==> src/rtl/rpc_delay_cal_ctrl.sv <==
// rtl/rpc_delay_cal_ctrl.sv - read-data delay-line calibration sweep controller
//
// Purpose: sweeps all 32 delay taps, samples each tap through a req/ack
// handshake, tracks the longest run of passing taps and finally parks the
// delay line in the centre of that window (or restores the pre-run tap when
// nothing passed). Every tap change is wrapped in a one-cycle enable gate and
// followed by a settle interval.
//
// Optional feature macro: RPC_DLY_CAL_OVERRIDE_EN adds a direct tap override.
//
// Ports:
//   clk_i, rst_ni                  clock, synchronous active-low reset
//   cal_start_i                    calibration request (honoured in IDLE)
//   cal_busy_o / cal_done_o        busy level / one-cycle completion pulse
//   cal_fail_o                     sticky: last run found no passing tap
//   sample_req_o                   request a sample at the current tap
//   sample_ack_i / sample_pass_i   sample result strobe and verdict
//   delay_o / delay_en_o           tap value and enable to the delay line
//   win_lo_o / win_len_o           selected pass window start and length
//   ovr_en_i / ovr_tap_i           (macro only) direct tap load from IDLE
module rpc_delay_cal_ctrl #(
   parameter int unsigned SettleCycles  = 16,
   parameter int unsigned SamplesPerTap = 4,
   parameter logic [4:0]  ResetTap      = 5'd15
) (
   input  logic       clk_i,
   input  logic       rst_ni,
   input  logic       cal_start_i,
   output logic       cal_busy_o,
   output logic       cal_done_o,
   output logic       cal_fail_o,
   output logic       sample_req_o,
   input  logic       sample_ack_i,
   input  logic       sample_pass_i,
   output logic [4:0] delay_o,
   output logic       delay_en_o,
   output logic [4:0] win_lo_o,
   output logic [5:0] win_len_o
`ifdef RPC_DLY_CAL_OVERRIDE_EN
   ,
   input  logic       ovr_en_i,
   input  logic [4:0] ovr_tap_i
`endif
);

   typedef enum logic [2:0] {
      ST_IDLE, ST_GATE, ST_SETTLE, ST_SAMPLE, ST_NEXT, ST_APPLY, ST_DONE
   } state_t;

   // What the current GATE/SETTLE pass is for decides where SETTLE exits.
   typedef enum logic [1:0] {M_SWEEP, M_FINAL, M_OVR} mode_t;

   localparam logic [7:0] SettleLast  = 8'(SettleCycles - 1);
   localparam logic [3:0] SamplesLast = 4'(SamplesPerTap - 1);

   state_t     r_state, w_state_next;
   mode_t      r_mode, w_mode_next;
   logic [4:0] r_tap, r_delay, r_pre_tap, w_gate_tap;
   logic       r_delay_en, r_busy, r_done, r_req, r_fail;
   logic [7:0] r_cnt;
   logic [3:0] r_pass_cnt;
   logic       r_tap_pass;
   logic [4:0] r_run_lo, r_best_lo;
   logic [5:0] r_run_len, r_best_len;
   logic       w_start, w_set_fail;
   logic       w_ovr_en;
   logic [4:0] w_ovr_tap;

`ifdef RPC_DLY_CAL_OVERRIDE_EN
   assign w_ovr_en  = ovr_en_i;
   assign w_ovr_tap = ovr_tap_i;
`else
   assign w_ovr_en  = 1'b0;
   assign w_ovr_tap = 5'd0;
`endif

   // Run bookkeeping: the candidate is the run as it stands after this tap.
   logic [5:0] w_ext_len, w_cand_len;
   logic [4:0] w_ext_lo, w_cand_lo, w_half;
   logic       w_close;
   assign w_ext_len  = r_run_len + 6'd1;
   assign w_ext_lo   = (r_run_len == 6'd0) ? r_tap : r_run_lo;
   assign w_cand_len = r_tap_pass ? w_ext_len : r_run_len;
   assign w_cand_lo  = r_tap_pass ? w_ext_lo : r_run_lo;
   assign w_close    = !r_tap_pass || (r_tap == 5'd31);
   assign w_half     = 5'((r_best_len - 6'd1) >> 1);

   always_ff @(posedge clk_i) begin
      if (!rst_ni) r_state <= ST_IDLE;
      else         r_state <= w_state_next;
   end

   always_comb begin
      w_state_next = r_state;
      w_mode_next  = r_mode;
      w_gate_tap   = r_tap;
      w_start      = 1'b0;
      w_set_fail   = 1'b0;
      case (r_state)
         ST_IDLE: begin
            if (w_ovr_en) begin
               w_state_next = ST_GATE;
               w_mode_next  = M_OVR;
               w_gate_tap   = w_ovr_tap;
            end else if (cal_start_i) begin
               w_state_next = ST_GATE;
               w_mode_next  = M_SWEEP;
               w_gate_tap   = 5'd0;
               w_start      = 1'b1;
            end
         end
         ST_GATE: w_state_next = ST_SETTLE;
         ST_SETTLE: begin
            if (r_cnt == SettleLast) begin
               case (r_mode)
                  M_SWEEP: w_state_next = ST_SAMPLE;
                  M_FINAL: w_state_next = ST_DONE;
                  default: w_state_next = ST_IDLE;
               endcase
            end
         end
         ST_SAMPLE: begin
            if (sample_ack_i && (!sample_pass_i || r_pass_cnt == SamplesLast))
               w_state_next = ST_NEXT;
         end
         ST_NEXT: begin
            if (r_tap != 5'd31) begin
               w_state_next = ST_GATE;
               w_gate_tap   = r_tap + 5'd1;
            end else begin
               w_state_next = ST_APPLY;
            end
         end
         ST_APPLY: begin
            w_state_next = ST_GATE;
            w_mode_next  = M_FINAL;
            if (r_best_len != 6'd0) begin
               w_gate_tap = r_best_lo + w_half;
            end else begin
               w_gate_tap = r_pre_tap;
               w_set_fail = 1'b1;
            end
         end
         ST_DONE: w_state_next = ST_IDLE;
         default: w_state_next = ST_IDLE;
      endcase
   end

   always_ff @(posedge clk_i) begin
      if (!rst_ni) begin
         r_mode     <= M_SWEEP;
         r_tap      <= ResetTap;
         r_delay    <= ResetTap;
         r_pre_tap  <= ResetTap;
         r_delay_en <= 1'b1;
         r_busy     <= 1'b0;
         r_done     <= 1'b0;
         r_req      <= 1'b0;
         r_fail     <= 1'b0;
         r_cnt      <= 8'd0;
         r_pass_cnt <= 4'd0;
         r_tap_pass <= 1'b0;
         r_run_lo   <= 5'd0;
         r_run_len  <= 6'd0;
         r_best_lo  <= 5'd0;
         r_best_len <= 6'd0;
      end else begin
         r_mode <= w_mode_next;
         // Outputs are registered from the next state so they never glitch.
         r_delay_en <= (w_state_next != ST_GATE);
         r_busy     <= (w_state_next != ST_IDLE);
         r_done     <= (w_state_next == ST_DONE);
         r_req      <= (w_state_next == ST_SAMPLE);
         // The tap only moves on the edge that enters GATE, i.e. while the
         // delay line enable is being held low.
         if (w_state_next == ST_GATE) begin
            r_tap   <= w_gate_tap;
            r_delay <= w_gate_tap;
         end
         if (w_start) begin
            r_pre_tap  <= r_delay;
            r_fail     <= 1'b0;
            r_run_lo   <= 5'd0;
            r_run_len  <= 6'd0;
            r_best_lo  <= 5'd0;
            r_best_len <= 6'd0;
         end
         if (w_set_fail) r_fail <= 1'b1;
         if (r_state == ST_SETTLE) r_cnt <= r_cnt + 8'd1;
         else                      r_cnt <= 8'd0;
         if (r_state == ST_SAMPLE) begin
            if (sample_ack_i) begin
               r_pass_cnt <= sample_pass_i ? r_pass_cnt + 4'd1 : 4'd0;
               r_tap_pass <= sample_pass_i;
            end
         end else begin
            r_pass_cnt <= 4'd0;
         end
         if (r_state == ST_NEXT) begin
            if (r_tap_pass) begin
               r_run_lo  <= w_ext_lo;
               r_run_len <= w_ext_len;
            end else begin
               r_run_len <= 6'd0;
            end
            // Strictly longer only, so an equal later window loses the tie.
            if (w_close && (w_cand_len > r_best_len)) begin
               r_best_lo  <= w_cand_lo;
               r_best_len <= w_cand_len;
            end
         end
      end
   end

   assign cal_busy_o   = r_busy;
   assign cal_done_o   = r_done;
   assign cal_fail_o   = r_fail;
   assign sample_req_o = r_req;
   assign delay_o      = r_delay;
   assign delay_en_o   = r_delay_en;
   assign win_lo_o     = r_best_lo;
   assign win_len_o    = r_best_len;

endmodule

==> config.mk <==
export PLATFORM = sky130hd
export DESIGN_NAME = rpc_delay_cal_ctrl
export DESIGN_NICKNAME = d
export VERILOG_FILES = /design/src/rtl/rpc_delay_cal_ctrl.sv
export SDC_FILE = /design/constraint.sdc
export NUM_CORES = 1
export LEC_CHECK = 0
export CAP_MARGIN = 20
export CORE_MARGIN = 1.5
export CORE_UTILIZATION = 45
export CTS_BUF_LIST = sky130_fd_sc_hd__clkbuf_16
export CTS_CLUSTER_DIAMETER = 40
export DETAILED_ROUTE_END_ITERATION = 10
export PLACE_DENSITY = 0.67
export SETUP_SLACK_MARGIN = 0.15
export SYNTH_ARGS = -nofsm -noshare
export SYNTH_HDL_FRONTEND = slang
export SYNTH_SLANG_ARGS = --single-unit
==> constraint.sdc <==
create_clock -name clk_i -period 2.9 [get_ports clk_i]
set_clock_uncertainty 0.2 [all_clocks]
set_input_delay 0.58 -clock clk_i [delete_from_list [all_inputs] [get_ports clk_i]]
set_output_delay 0.58 -clock clk_i [all_outputs]
set_load 0.05 [all_outputs]
After elaboration in Yosys (flattened, before gate mapping)
Cells that the tools add are included.
{ "word_totals": {"regBits": 55} }
{ "classes": {"add_sub_neg": 6, "mux": 34, "n_eq_ne": 16, "reduce_logical": 20, "magnitude_cmp": 1} }
{ "op_table": {"columns": ["operator", "count"], "rows": [
  ["5-bit two-way mux", 11],
  ["6-bit two-way mux", 7],
  ["3-bit one-hot mux with 6 select lines", 1],
  ["5-bit one-hot mux with 3 select lines", 1],
  ["3-bit two-way mux", 4],
  ["3-bit by 2-bit == test with 1-bit output, second input constant", 3],
  ["3-bit == test, second input constant", 3],
  ["8-bit by 1-bit adder with 8-bit output, second input constant", 1],
  ["8-bit by 4-bit == test with 1-bit output, second input constant", 1],
  ["2-bit AND reduction", 4],
  ["6-bit by 1-bit adder with 6-bit output, second input constant", 1],
  ["3-bit by 1-bit == test with 1-bit output, second input constant", 2],
  ["6-bit > comparator", 1],
  ["6-bit logical NOT", 1],
  ["1-bit two-way mux", 6],
  ["3-bit one-hot mux with 2 select lines", 1],
  ["2-bit nonzero test", 3],
  ["3-bit nonzero test", 2],
  ["6-bit nonzero test", 1],
  ["6-bit by 1-bit subtractor with 6-bit output, second input constant", 1],
  ["5-bit by 1-bit adder with 5-bit output, second input constant", 1],
  ["5-bit adder", 1],
  ["5-bit == test, second input constant", 1],
  ["5-bit inequality test, second input constant", 1],
  ["other kinds (14)", 18]
]} }

Logic depth before layout (Yosys ltp)
{ "logic_depth": {"ltp_word": 7, "mapped_depth": 13, "mapped_depth_nobuf": 11} }

Worst setup path before layout
Ideal clock, no wire load.
{ "synth_timing": {"path_kind": "reg2reg", "from": "register r_run_len[2]", "to": "register r_best_len[0] (netlist: win_len_o[0])", "setup_time_ns": 0.065, "t_required_ns": 2.635, "path_slack_ns": 0.253, "t_arrival_ns": 2.382, "path_buffers": 3, "stages_incl_launch_ff": 13, "synth_period_minus_slack_ns": 2.647, "path_cell_list": "dfxtp_1 > buf_2 > and3_1 > clkbuf_1 > nand4_1 > xnor2_1 > ha_1 > nand4_1 > o21bai_1 > a31oi_1 > buf_2 > mux2_2 > nor2_1"} }
{ "synth_between": {"elab_chain_len": 6} }
{ "synth_lines": {"columns": ["item", "line", "source"], "rows": [
  ["from (decl)", "64", "logic [5:0] r_run_len, r_best_len;"],
  ["from (signal assigned)", "202", "r_run_len <= w_ext_len;"],
  ["6-bit by 1-bit adder with 6-bit output", "81", "assign w_ext_len = r_run_len + 6'd1;"],
  ["6-bit two-way mux (*)", "83", "assign w_cand_len = r_tap_pass ? w_ext_len : r_run_len;"],
  ["6-bit > comparator (*)", "207", "if (w_close && (w_cand_len > r_best_len)) begin"],
  ["1-bit logical AND (*)", "207", null],
  ["6-bit two-way mux (*)", "207", null],
  ["6-bit two-way mux (*)", "199", "if (r_state == ST_NEXT) begin"],
  ["to (signal assigned)", "209", "r_best_len <= w_cand_len;"],
  ["to (decl)", "64", null]
]} }
Mark *: on every way between the ends. The rest lies on a longest branch, timed or not.
A chain may end at the register's enable or synchronous reset.

Final worst setup path
{ "layout_timing": {"from": "register r_run_len[1]", "to": "register r_best_lo[1] (netlist: win_lo_o[1])"} }
{ "layout_between": {"elab_chain_len": 6, "word_cells_on_any_way": 9} }
{ "layout_lines": {"columns": ["item", "line", "source"], "rows": [
  ["6-bit by 1-bit adder with 6-bit output", "81", null],
  ["6-bit two-way mux", "83", null],
  ["6-bit > comparator", "207", null],
  ["1-bit logical AND", "207", null],
  ["5-bit two-way mux (*)", "207", null],
  ["5-bit two-way mux (*)", "199", null],
  ["to (signal assigned)", "208", "r_best_lo <= w_cand_lo;"],
  ["to (decl)", "63", "logic [4:0] r_run_lo, r_best_lo;"]
]} }
Marked as above.

==> results.py <==
metrics = {
    "yosys": {
        "syn_area_um2": 2940,
        "synth-seq-area-share_pct": 36.7,
        "synthFlopType": "dfxtp_1",
        "synth_edf_count": 0,
        "synth_cells": 356,
        "ys_async_sr_fraction_pct": 0,
        "yosysUniqueCellTypes": 51,
        "synth.avg_cell_area_um2": 8.27,
        "synth_nets": 381,
        "synth_seq_cells": 54,
        "yosysWarnings": 0,
    },
    "clocking": {
        "cts.path.max_buffers": 2,
        "numCtsBuffers": 5,
        "clock-sinks": 54,
        "cts-root-buf": "clkbuf_16",
        "cts_htree_levels": 2,
        "cts_tree": "done",
        "hold_buffers": 0,
        "clk_pin_slew_worst_paths_ns": 0.07,
        "worst_skew_pair.late_latency_ns": 0.29,
    },
    "critical_path": {
        "cp_slowest_cell": "dfxtp_2",
        "crit_top_cell": "nand4_1",
        "path_depth": 11,
        "startpoint_type": "flop",
        "path_max_fanout": 10,
        "path_cells": "and3_4, nand4_1, xnor2_1, ha_1, nand4_1, o221ai_1, a31oi_1, buf_4, buf_12, or3_1, a21oi_1",
        "endpoint": "win_lo_o[1]",
        "arrival_ns": 2.67,
        "worstSetupEndpointType": "flop",
        "worstReg2RegEnd": "win_lo_o[1]",
        "critical-path-max-stage-delay_ns": 0.39,
        "cp-startpoint": "r_run_len[1]",
        "cp.required_ns": 2.93,
        "r2r_cells": 11,
        "worstSetupPathType": "reg2reg",
        "crit_family": "simple AND/OR/NAND/NOR gates",
        "rr_startpoint": "r_run_len[1]",
        "crit_buf_inv": 2,
        "reg2reg_slack_ns": 0.26,
    },
    "sta": {
        "final-max-slew-violation-count": 0,
        "max_freq_mhz": 378,
        "finalCritPeriodShare_pct": 91.2,
        "hold_viol": 0,
        "setup_ws_ns": 0.256,
        "tightest_slew_ns": 0.812,
        "rsz0062_at_grt": "yes",
        "period_minus_slack_ns": 2.64,
        "relSlewSlack_pct": 45.4,
        "tns_ns": 0,
        "finalSetupViolCount": 0,
    },
    "global_routing": {
        "track_usage_pct": 19.5,
        "grt_first_pass_wirelength_um": 11100,
        "first_global_vias": 2346,
        "grt_max_degree": 19,
        "grt-ovfl-total": 0,
        "antenna_found_initial": 0,
    },
    "die": {
        "rows": 29,
        "die_area_um2": 7040,
        "pin_count": 26,
        "die_x_um": 83.9,
        "die_height_um": 83.9,
        "start_util_pct": 46.4,
        "core_area_um2": 6350,
    },
    "route": {
        "ant_nets": 0,
        "viasPerCell": 5.47,
        "num_vias": 2532,
        "drcViolationCount": 0,
        "first_pass_iters": 4,
        "drt-wirelength-per-cell_um": 14.5,
        "dr.first_iter.drc_count": 80,
        "finalWirelength_um": 6740,
    },
    "pwr": {
        "ir_drop_uv": 362,
        "leakage_nw": 1.32,
        "p_per_area_nw_per_um2": 441,
    },
    "placement": {
        "port_buffers": 25,
        "globalplace.congestion": 0.814,
        "dpl.hpwl_um": 4780,
        "place_ws_ns": 0.204,
        "dp_cells": 453,
    },
    "final_layout": {
        "nets": 410,
        "multi_input_area_um2": 1730,
        "layout_common_cells": "dfxtp_1, nand2_1, nor2_1",
        "n_fill_cell": 569,
        "drive_above_1_share_pct": 11.4,
        "register_area_um2": 1090,
        "insertedDiodeCount": 0,
        "final_common_cell": "dfxtp_1",
        "syn_to_final_growth_pct": 18.7,
        "finalNonFillerCells": 463,
    },
    "run": {
        "max_cap_viol_count": 0,
    },
    "worst_hold_path": {
        "min_path_type": "reg2reg",
    },
    "run_status": {
        "status": "finished clean",
    },
}
[final cells by class]
type / count / share of cell area [%]
clock inverter: 3 / 0.465
sequential: 54 / 31.1
inverter: 20 / 2.15
tap: 77 / 2.76
clock buffer: 5 / 3.58
timing repair buffer: 38 / 10.3
multi-input combinational: 266 / 49.6
[synthesized netlist by cell type (2+ instances only)]
cell type	instances	share of area [%]
a21o_1	2	0.51
a21oi_1	31	5.3
a2bb2oi_1	2	0.60
a31oi_1	2	0.42
and2_1	2	0.42
and3_1	6	1.3
buf_2	4	0.68
buf_4	2	0.51
clkbuf_1	9	1.1
dfxtp_1	54	37
ha_1	19	8.1
inv_1	20	2.5
mux2_2	7	2.7
mux2i_1	6	2.0
nand2_1	41	5.2
nand2b_1	2	0.42
nand3_1	23	3.9
nand3b_1	4	1.0
nand4_1	8	1.7
nor2_1	35	4.5
nor2b_1	4	0.85
nor3_1	5	0.85
nor3b_4	2	1.3
nor4_1	2	0.42
o211ai_1	2	0.51
o21ai_0	14	2.4
or3_1	7	1.5
or3b_2	3	0.89
xnor2_1	12	3.6
xor2_1	5	1.5
[state kept, by name, summed over array words and instances (netlist names), 3 cells and up]
| signal | flops |
|---|---|
| r_cnt | 8 |
| r_run_len | 6 |
| win_len_o | 6 |
| delay_o | 5 |
| r_pre_tap | 5 |
| r_run_lo | 5 |
| win_lo_o | 5 |
| r_pass_cnt | 4 |
| r_state | 3 |
[cell families (layout without fill, tap and decap cells)]
kind of cell,Yosys count,count (layout),synth area share [%]
compound gates,65,65,13.2
fa+ha+maj,20,20,8.75
buf+inv,36,66,5.27
mux,13,13,4.72
xor+xnor,17,17,5.06
flops,54,54,36.7
simple gates,151,151,26.3
[layer usage]
| metal | wire length [um] | global-route usage [%] |
|---|---|---|
| met2 | 3110 | 31.8 |
| met1 | 3310 | 26.4 |
| met3 | 208 | 2.87 |
| met4 | 111 | 6.56 |
| met5 | 0 | 0 |
[timing repair]
action                     CTS  global route
resized for setup            0            11
buffers inserted             0             2
setup endpoints to repair    0            10
[through the flow]
stage,util (%),hold slack [ns],power [mW],instance area (um^2)
6_report,55.0,0.242,1.54,3490
5_1_grt,55.0,0.283,1.60,3490
4_1_cts,54.1,0.243,1.55,3430
3_5_place_dp,51.9,0.233,0.971,3290
3_3_place_gp,51.9,0.226,0.968,3290
2_1_floorplan,-,0.213,0.907,2940
[how the worst min path moves through the flow]
| stage | from | end | slack [ns] | cells past startpoint |
|---|---|---|---|---|
| 6_report | r_cnt[0] | r_cnt[0] | 0.24 | 1 |
| 5_1_grt | r_cnt[0] | r_cnt[0] | 0.28 | 1 |
| 4_1_cts | r_cnt[0] | r_cnt[0] | 0.24 | 1 |
| 3_5_place_dp | r_cnt[0] | r_cnt[0] | 0.23 | 1 |
| 3_3_place_gp | r_cnt[0] | r_cnt[0] | 0.23 | 1 |
| 2_1_floorplan | r_cnt[0] | r_cnt[0] | 0.21 | 1 |
[where the power goes]
group | switching, mW | leakage (nW) | internal, mW
registers | 0.0217 | 0.441 | 0.759
logic | 0.112 | 0.816 | 0.0623
clock network | 0.270 | 0.0672 | 0.316
total | 0.404 | 1.32 | 1.14
(Power assumes the default switching activity.)
